==> config.mk <==
export PLATFORM = sky130hd
export DESIGN_NAME = branch_resolve_ctrl
export DESIGN_NICKNAME = d
export VERILOG_FILES = /design/src/rtl/branch_resolve_ctrl_pkg.sv /design/src/rtl/branch_resolve_ctrl_cond_eval.sv /design/src/rtl/zero_detect64.sv /design/src/rtl/branch_resolve_ctrl.sv
export SDC_FILE = /design/constraint.sdc
export NUM_CORES = 1
export LEC_CHECK = 0
export CAP_MARGIN = 20
export CORE_AREA = 5 5 138 140
export DETAILED_ROUTE_END_ITERATION = 10
export DIE_AREA = 0 0 143 145
export PLACE_DENSITY = 0.76
export SLEW_MARGIN = 40
export SYNTH_ARGS = -nofsm -noshare
export SYNTH_HDL_FRONTEND = slang
export SYNTH_SLANG_ARGS = --single-unit
export TNS_END_PERCENT = 5
==> constraint.sdc <==
create_clock -name clk -period 2.1 [get_ports clk]
set_input_delay 0.42 -clock clk [delete_from_list [all_inputs] [get_ports clk]]
set_output_delay 0.42 -clock clk [all_outputs]
set_load 0.05 [all_outputs]
==> src/rtl/branch_resolve_ctrl_pkg.sv <==
// rtl/branch_resolve_ctrl_pkg.sv - shared types and width defaults for branch resolution
package branch_resolve_ctrl_pkg;

  localparam int DATA_W_DEF = 64;
  localparam int PC_W_DEF   = 64;
  localparam int CNT_W_DEF  = 16;

  typedef enum logic [2:0] {
    BR_NONE  = 3'd0,
    BR_B     = 3'd1,
    BR_CBZ   = 3'd2,
    BR_CBNZ  = 3'd3,
    BR_BCOND = 3'd4
  } br_type_t;

  typedef enum logic [3:0] {
    C_EQ = 4'b0000, C_NE = 4'b0001, C_HS = 4'b0010, C_LO = 4'b0011,
    C_MI = 4'b0100, C_PL = 4'b0101, C_VS = 4'b0110, C_VC = 4'b0111,
    C_HI = 4'b1000, C_LS = 4'b1001, C_GE = 4'b1010, C_LT = 4'b1011,
    C_GT = 4'b1100, C_LE = 4'b1101, C_AL = 4'b1110, C_NV = 4'b1111
  } cond_t;

  typedef enum logic [1:0] {
    ST_RUN      = 2'd0,
    ST_REDIRECT = 2'd1,
    ST_DRAIN    = 2'd2
  } brc_state_t;

endpackage

==> src/rtl/branch_resolve_ctrl_cond_eval.sv <==
// rtl/branch_resolve_ctrl_cond_eval.sv - combinational ARM condition-code evaluation against NZCV
module cond_eval
  import branch_resolve_ctrl_pkg::*;
(
  input  logic [3:0] cond,
  input  logic [3:0] nzcv,
  output logic       true
);

  logic n, z, c, v;

  assign {n, z, c, v} = nzcv;

  always_comb begin
    true = 1'b1;
    case (cond_t'(cond))
      C_EQ:    true = z;
      C_NE:    true = !z;
      C_HS:    true = c;
      C_LO:    true = !c;
      C_MI:    true = n;
      C_PL:    true = !n;
      C_VS:    true = v;
      C_VC:    true = !v;
      C_HI:    true = c && !z;
      C_LS:    true = !c || z;
      C_GE:    true = (n == v);
      C_LT:    true = (n != v);
      C_GT:    true = !z && (n == v);
      C_LE:    true = z || (n != v);
      default: true = 1'b1;
    endcase
  end

endmodule

==> src/rtl/zero_detect64.sv <==
// rtl/zero_detect64.sv - 64-bit all-zero detector
module zero_detect64 (
  input  logic [63:0] data,
  output logic        zero
);

  assign zero = ~|data;

endmodule

==> src/rtl/branch_resolve_ctrl.sv <==
// rtl/branch_resolve_ctrl.sv - EX-stage branch resolution, fetch redirect handshake, NZCV flags, statistics
module branch_resolve_ctrl
  import branch_resolve_ctrl_pkg::*;
#(
  parameter int DATA_W = DATA_W_DEF,
  parameter int PC_W   = PC_W_DEF,
  parameter int CNT_W  = CNT_W_DEF
) (
  input  logic              clk,
  input  logic              rst_n,
  input  logic              ex_valid,
  output logic              ex_ready,
  input  logic [2:0]        ex_br_type,
  input  logic [3:0]        ex_cond,
  input  logic [DATA_W-1:0] ex_reg_data,
  input  logic [PC_W-1:0]   ex_target,
  input  logic              ex_set_flags,
  input  logic [DATA_W-1:0] alu_result,
  input  logic              alu_carry,
  input  logic              alu_overflow,
  output logic              redirect_valid,
  output logic [PC_W-1:0]   redirect_pc,
  input  logic              redirect_ready,
  output logic              flush,
  output logic [3:0]        flags,
  output logic [CNT_W-1:0]  branch_cnt,
  output logic [CNT_W-1:0]  taken_cnt
);

  brc_state_t state, state_nxt;
  logic       accept, taken, is_branch, cond_ok, alu_zero, reg_zero;

  assign ex_ready       = (state == ST_RUN);
  assign accept         = ex_valid && ex_ready;
  assign redirect_valid = (state == ST_REDIRECT);
  assign flush          = (state != ST_RUN);

  zero_detect64 u_alu_zero (.data(64'(alu_result)),  .zero(alu_zero));
  zero_detect64 u_reg_zero (.data(64'(ex_reg_data)), .zero(reg_zero));

  // BCOND sees the flags before this instruction's own update lands
  cond_eval u_cond_eval (.cond(ex_cond), .nzcv(flags), .true(cond_ok));

  always_comb begin
    taken     = 1'b0;
    is_branch = 1'b1;
    case (ex_br_type)
      BR_B:     taken = 1'b1;
      BR_CBZ:   taken = reg_zero;
      BR_CBNZ:  taken = !reg_zero;
      BR_BCOND: taken = cond_ok;
      default:  is_branch = 1'b0;
    endcase
  end

  always_comb begin
    state_nxt = state;
    case (state)
      ST_RUN:      if (accept && taken) state_nxt = ST_REDIRECT;
      ST_REDIRECT: if (redirect_ready) state_nxt = ST_DRAIN;
      ST_DRAIN:    state_nxt = ST_RUN;
      default:     state_nxt = ST_RUN;
    endcase
  end

  always_ff @(posedge clk or negedge rst_n) begin
    if (!rst_n) begin
      state <= ST_RUN;
    end else begin
      state <= state_nxt;
    end
  end

  always_ff @(posedge clk or negedge rst_n) begin
    if (!rst_n) begin
      flags       <= 4'b0000;
      redirect_pc <= '0;
      branch_cnt  <= '0;
      taken_cnt   <= '0;
    end else if (accept) begin
      if (ex_set_flags) flags <= {alu_result[DATA_W-1], alu_zero, alu_carry, alu_overflow};
      if (taken) redirect_pc <= ex_target;
      // counters stick at all-ones instead of wrapping
      if (is_branch && (branch_cnt != '1)) branch_cnt <= branch_cnt + CNT_W'(1);
      if (taken && (taken_cnt != '1)) taken_cnt <= taken_cnt + CNT_W'(1);
    end
  end

endmodule

==> results of run 1 <==
==> power by group through the flow <==
stage          clock, W  sequential, W  combinational, W
6_report        0.00160        0.00286           0.00484
5_1_grt         0.00175        0.00293           0.00503
3_3_place_gp          0        0.00283           0.00454
2_1_floorplan         0        0.00478          0.000721
4_1_cts         0.00167        0.00283           0.00466
3_5_place_dp          0        0.00286           0.00456
==> per-layer routing <==
metal,wire length [µm],up-vias
li1,-,2027
met1,6600,2050
met2,8650,137
met3,1140,25
met4,318,0
met5,0,-
==> sequential cells by signal, summed over array words and instances (netlist names) <==
register,count
branch_cnt,16
flags,4
redirect_pc,64
state,2
taken_cnt,16
==> worst max-delay path: stages (launching register included) <==
cell,delay (ps)
dfrtp_2,430
xnor2_2,200
a21oi_2,90
o31ai_1,240
a21boi_1,120
o32ai_2,240
o22a_4,270
buf_12,130
buf_12,150
mux2_2,340
==> placed cells by master, fill, tap and decap left out, drive strengths merged <==
cell type and instances:
inv 6, xor2 16, a41o 1, dlymetal6s2s 11
clkdlybuf4s50 235, and4 1, nor4b 2, o21ai 3
nand2b 3, o22a 2, ha 2, clkinvlp 5
nand3 11, mux2 71, nand4 13, and2 5
a211oi 1, a21oi 3, dlygate4sd2 17, nor2b 1
dfrtp 102, nor2 15, buf 70, nor3 4
nand2 25, o32a 1, clkbuf 11, a31oi 1
and3 8, o32ai 1, o31ai 1, nor4 35
o21bai 1, xnor2 17, a21boi 1, dlygate4sd3 1
clkdlybuf4s15 19
==> final cells by class <==
| class | instances | area [µm²] |
|---|---|---|
| well taps | 229 | 287 |
| repair buffers | 354 | 3500 |
| multi-input cells | 245 | 2330 |
| clock buffers | 10 | 239 |
| fillers | 1553 | 8740 |
| flip-flops and latches | 102 | 2560 |
| inverters | 5 | 18.8 |
| clock inverters | 6 | 46.3 |
==> cells by family (layout without fill, tap and decap cells) <==
kind of cell,Yosys count,in the layout,synth area share (%)
buf+inv,15,375,1.58
compound gates,15,16,2.31
fa+ha+maj,2,2,0.555
mux,71,71,17.7
simple gates,123,123,14.7
flops,102,102,56.7
xor+xnor,33,33,6.41
==> path summary, 6_finish.rpt <==
kind,startpoint,end
max in group asynchronous,rst_n,redirect_pc[36]$_DFFE_PN0P_
worst min-delay path,rst_n,branch_cnt[10]$_DFFE_PN0P_
min in group clk,branch_cnt[10]$_DFFE_PN0P_,branch_cnt[10]$_DFFE_PN0P_
worst min register to register,branch_cnt[10]$_DFFE_PN0P_,branch_cnt[10]$_DFFE_PN0P_
worst max register to register,flags[3]$_DFFE_PN0P_,redirect_pc[49]$_DFFE_PN0P_
worst max-delay path,flags[3]$_DFFE_PN0P_,redirect_pc[49]$_DFFE_PN0P_
==> metrics by stage <==
step                      area, µm²  hold WS [ps]  instances  util (%)
final                          8980           486        951      50.7
after global routing           8980           510        951      50.7
after CTS                      8720           474        949      49.2
after detailed placement       8250           314        925      46.5
after global placement         8250           309        925      46.5
after floorplan                4610           124        361         -
==> what timing repair did <==
action,4_1_cts,5_1_grt
setup buffers,5,1
pin swaps,32,8
gates cloned,2,1
hold buffers,1,0
resized for setup,167,61
endpoints found under the hold margin,15,0
setup endpoints to repair,82,94
==> flow_summary_export.csv, run 1 <==
group,metric,value,unit
outcome,status,"complete, but fails checks",
outcome,failed_checks,"negative setup slack",
power_and_ir_drop,vdd_drop_max,876,µV
sta,tightestPinTransition,547,ps
global_route,gr-max-usage-layer,"met2",
global_route,antenna_found_initial,0,
sta,hold_viol,0,
logic_synthesis,yosys.area.top_type,"dfrtp_1",
power_and_ir_drop,leakage,4.09,nW
power_and_ir_drop,p_sw_share,42.0,%
clock_network,cts.sinks,102,
logic_synthesis,synth_ff_type,"dfrtp_1",
power_and_ir_drop,p_sw,0.00391,W
critical_path,crit_fanout,13,
detailed_routing,wl,16700,µm
clock_network,clkTransAtPathRegs,70,ps
detailed_routing,drc,0,
layout,nets,925,
sta,rsz0062_at_grt,"true",
place,dp_hpwl,12600,µm
sta,fin_ws,-247,ps
critical_path,worstSetupPathType,"reg2reg",
logic_synthesis,yosys_warnings,0,
die,die_width,143,µm
detailed_routing,vias_per_cell,4.46,
critical_path,cp-end-kind,"flop",
place,preCtsSetupSlack,-945,ps
logic_synthesis,yosysSeqAreaShare,56.7,%
critical_path,cp.arrival,2580,ps
power_and_ir_drop,p_seq_share,30.7,%
logic_synthesis,synth.area.top_cells,"dfrtp_1 (57%), mux2_2 (18%), nor4_1 (4.9%), xnor2_1 (3.3%), xor2_1 (3.1%)",
layout,antenna_cells,0,
layout,layout-area-overhead-vs-synth,99.3,%
sta,drv_slew,0,
critical_path,required,2330,ps
clock_network,clock_latency,350,ps
logic_synthesis,syn_area,0.00451,mm²
sta,finalCriticalPeriod,2350,ps
logic_synthesis,async_reset_ff_share,100,%
die,core_area,0.0177,mm²
logic_synthesis,avgSynthCellArea,12.5,µm²
logic_synthesis,synth.top_cell.area_share,56.7,%
clock_network,clock-root-buffer,"clkbuf_16",
critical_path,r2r_setup_slack,-250,ps
logic_synthesis,ys_ff_latch,102,
global_route,grt_max_degree,47,
global_route,use_met2,25.7,%
layout,final_layout_size_suffix_gt1_share,27.1,%
critical_path,reg2regPathDepth,9,
power_and_ir_drop,power.total,0.00930,W
die,initial_core_util,25.4,%
power_and_ir_drop,clkPwrFrac,17.2,%
sta,fmax,0.426,GHz
logic_synthesis,synth_nets,569,
critical_path,critPathLaunchType,"flop",
logic_synthesis,yosysMostFrequentCell,"dfrtp_1",
place,finalWeightedCongestion,0.908,
global_route,gr-total-overflow,0,
clock_network,cts-buffers-inserted,9,
logic_synthesis,synth.distinct_cells,32,
sta,finClkSkew,7.56,ps
die,die_area,0.0207,mm²
place,port_buffers,308,
worst_hold_path,hp-class,"in2async",
sta,period_share,112,%
detailed_routing,ant_nets,0,
power_and_ir_drop,pwr-share-comb,52.1,%
sta,finalSetupViolCount,80,
global_route,grt_pass1_vias,4518,
run,drv_cap,0,
power_and_ir_drop,internal-power,0.00539,W
logic_synthesis,syn_inst,361,
clock_network,cts_tree,"done",
die,die_y,145,µm
detailed_routing,wl_per_cell,17.6,µm
logic_synthesis,synth-edff-count,0,
clock_network,cts-htree-levels,3,
die,rows,49,
sta,fin_setup_tns,-14920,ps
global_route,grt_util_met3,5.63,%
logic_synthesis,synth_top_cells_by_count,"dfrtp_1 (102), mux2_2 (71), nor4_1 (35)",
detailed_routing,dr.pass1.iters,4,
global_route,track_usage,15.2,%
power_and_ir_drop,power_density,1040,mW/mm²
sta,relSlewSlack,63.4,%
global_route,grt_util_met1,18.1,%
clock_network,clk_path_buf_depth,2,
global_route,grt_first_pass_wirelength,24900,µm
detailed_routing,via_count,4239,
detailed_routing,drt_first_iter_violations,101,
die,pin_count,309,
(Power assumes the default switching activity.)
==> run 2, diff against run 1 <==
--- a/config.mk
+++ b/config.mk
@@ -7,6 +7,7 @@
 export LEC_CHECK = 0
 export CAP_MARGIN = 20
 export CORE_AREA = 5 5 138 140
+export CTS_BUF_LIST = sky130_fd_sc_hd__clkbuf_8 sky130_fd_sc_hd__clkbuf_16
 export DETAILED_ROUTE_END_ITERATION = 10
 export DIE_AREA = 0 0 143 145
 export PLACE_DENSITY = 0.76
==> results of run 2 <==
No change in the layout: final DEF, timing and power equal those of run 1.
==> run 3, diff against run 2 <==
--- a/config.mk
+++ b/config.mk
@@ -10,7 +10,7 @@
 export CTS_BUF_LIST = sky130_fd_sc_hd__clkbuf_8 sky130_fd_sc_hd__clkbuf_16
 export DETAILED_ROUTE_END_ITERATION = 10
 export DIE_AREA = 0 0 143 145
-export PLACE_DENSITY = 0.76
+export PLACE_DENSITY = 0.69
 export SLEW_MARGIN = 40
 export SYNTH_ARGS = -nofsm -noshare
 export SYNTH_HDL_FRONTEND = slang
==> flow_summary_export.csv, run 3 (synthesis gave the netlist of run 1 again) <==
group,metric,value,unit
layout,top_regs,"redirect_pc: 64 flops, branch_cnt: 16 flops, taken_cnt: 16 flops",
sta,tightestPinTransition,554,ps
critical_path,crit_slowest_cell,"o22a_4",
place,port_buffers,308,
layout,final_cell_mix,"clkdlybuf4s50_1 (231), dfrtp_1 (97), mux2_2 (62)",
critical_path,reg2regPathDepth,10,
detailed_routing,drt_first_iter_violations,115,
power_and_ir_drop,internal-power,0.00524,W
clock_network,clk_path_buf_depth,2,
sta,fmax,0.421,GHz
sta,fin_setup_tns,-14710,ps
critical_path,crit_family,"simple AND/OR/NAND/NOR gates",
die,rows,49,
outcome,failed_checks,"negative setup slack",
sta,relSlewSlack,63.1,%
layout,nets,923,
global_route,track_usage,16.3,%
critical_path,cp.arrival,2610,ps
run,drv_cap,0,
critical_path,cp.depth,11,
sta,rsz0062_at_grt,"true",
detailed_routing,wl_per_cell,18.2,µm
critical_path,cp-end-kind,"flop",
global_route,grt_pass1_vias,4689,
global_route,gr-total-overflow,0,
clock_network,postCtsHoldBufs,0,
detailed_routing,dr.pass1.iters,4,
worst_hold_path,hp-class,"in2async",
power_and_ir_drop,leakage,3.85,nW
die,die_width,143,µm
sta,fin_ws,-273,ps
detailed_routing,ant_nets,0,
layout,final_common_cell,"clkdlybuf4s50_1",
layout,regMostFlops,"redirect_pc",
clock_network,clock_latency,350,ps
critical_path,crit_fanout,7,
power_and_ir_drop,p_seq_share,31.2,%
power_and_ir_drop,p_sw_share,42.7,%
power_and_ir_drop,pwr-share-comb,50.9,%
die,initial_core_util,25.4,%
die,die_y,145,µm
global_route,grt_max_degree,103,
outcome,status,"complete, but fails checks",
power_and_ir_drop,p_sw,0.00391,W
layout,final_layout_size_suffix_gt1_share,30.0,%
power_and_ir_drop,clkPwrFrac,17.9,%
detailed_routing,wl,17300,µm
clock_network,clock-root-buffer,"clkbuf_16",
die,core_area,0.0177,mm²
detailed_routing,via_count,4260,
power_and_ir_drop,power_density,1040,mW/mm²
clock_network,cts_tree,"done",
global_route,grt_first_pass_wirelength,26300,µm
critical_path,cpPeakStageDelay,290,ps
sta,finClkSkew,8.55,ps
sta,drv_slew,0,
critical_path,path_common_cell,"nand4_1",
layout,layout-area-overhead-vs-synth,95.3,%
sta,finalSetupViolCount,79,
detailed_routing,vias_per_cell,4.49,
critical_path,worstPathCellList,"clkdlybuf4s15_1 -> nor4_1 -> nand4_1 -> nor4_2 -> nand4_1 -> xor2_1 -> o22a_4 -> buf_8 -> buf_6 -> clkbuf_16 -> mux2_4",
detailed_routing,drc,0,
die,pin_count,309,
global_route,antenna_found_initial,0,
layout,largest_reg_flops,64,
clock_network,cts.sinks,102,
layout,fillers,1585,
sta,timing.hold.ws,136,ps
power_and_ir_drop,power.total,0.00916,W
power_and_ir_drop,vdd_drop_max,687,µV
critical_path,critPathLaunchType,"input port",
sta,period_share,113,%
layout,antenna_cells,0,
clock_network,cts-htree-levels,3,
die,die_area,0.0207,mm²
sta,hold_viol,0,
critical_path,worstSetupPathType,"in2reg",
critical_path,path_buf_inv,4,
critical_path,required,2340,ps
place,finalWeightedCongestion,0.917,
sta,finalCriticalPeriod,2370,ps
clock_network,cts-buffers-inserted,9,
clock_network,clkTransAtPathRegs,70,ps
place,dp_hpwl,13500,µm
[run 3: what timing repair did]
action                     in CTS  in global routing
setup endpoints to repair      82                 90
gates cloned                    4                  3
setup buffers                   5                  2
pin swaps                      29                 29
gates resized for setup       157                 45
[run 3: stage by stage]
step / setup slack, ps / utilization [%] / area [µm²] / std cells
after floorplan: -182 / - / 4610 / 361
after global placement: -883 / 46.1 / 8180 / 921
after detailed placement: -960 / 46.1 / 8180 / 921
after CTS: -248 / 49.0 / 8680 / 946
after global routing: -374 / 49.7 / 8800 / 949
final: -273 / 49.7 / 8800 / 949
[run 3: path summary, 6_finish.rpt]
kind / end / from / slack, ps
max: redirect_pc[46]$_DFFE_PN0P_ / ex_reg_data[3] / -270
min in group clk: branch_cnt[10]$_DFFE_PN0P_ / branch_cnt[10]$_DFFE_PN0P_ / 500
min reg2reg: branch_cnt[10]$_DFFE_PN0P_ / branch_cnt[10]$_DFFE_PN0P_ / 500
max in group asynchronous: branch_cnt[6]$_DFFE_PN0P_ / rst_n / 1530
min: redirect_pc[13]$_DFFE_PN0P_ / rst_n / 140
max reg2reg: redirect_pc[46]$_DFFE_PN0P_ / flags[0]$_DFFE_PN0P_ / -160
[run 3: cell type report]
type / instances / area (µm²) / area share [%]
timing repair buffer: 353 / 3470 / 39.4
sequential: 102 / 2560 / 29.1
multi-input combinational: 244 / 2170 / 24.7
tap: 229 / 287 / 3.26
clock buffer: 11 / 253 / 2.87
clock inverter: 5 / 40.0 / 0.455
inverter: 5 / 18.8 / 0.213
[run 3: per-layer routing]
metal	part of all wire (%)	GRT usage, %	vias up
met2	52	27.7	129
met5	0	0	-
met1	39	19.3	2081
met3	7.6	5.99	23
li1	-	-	2027
met4	1.5	4.28	0
[run 3: power by group through the flow]
| stage | clock network [W] | logic [W] | registers [W] |
|---|---|---|---|
| after CTS | 0.00171 | 0.00467 | 0.00286 |
| after floorplan | 0 | 0.000721 | 0.00478 |
| after global routing | 0.00176 | 0.00486 | 0.00294 |
| after detailed placement | 0 | 0.00456 | 0.00288 |
| after global placement | 0 | 0.00451 | 0.00285 |
| final | 0.00164 | 0.00466 | 0.00286 |
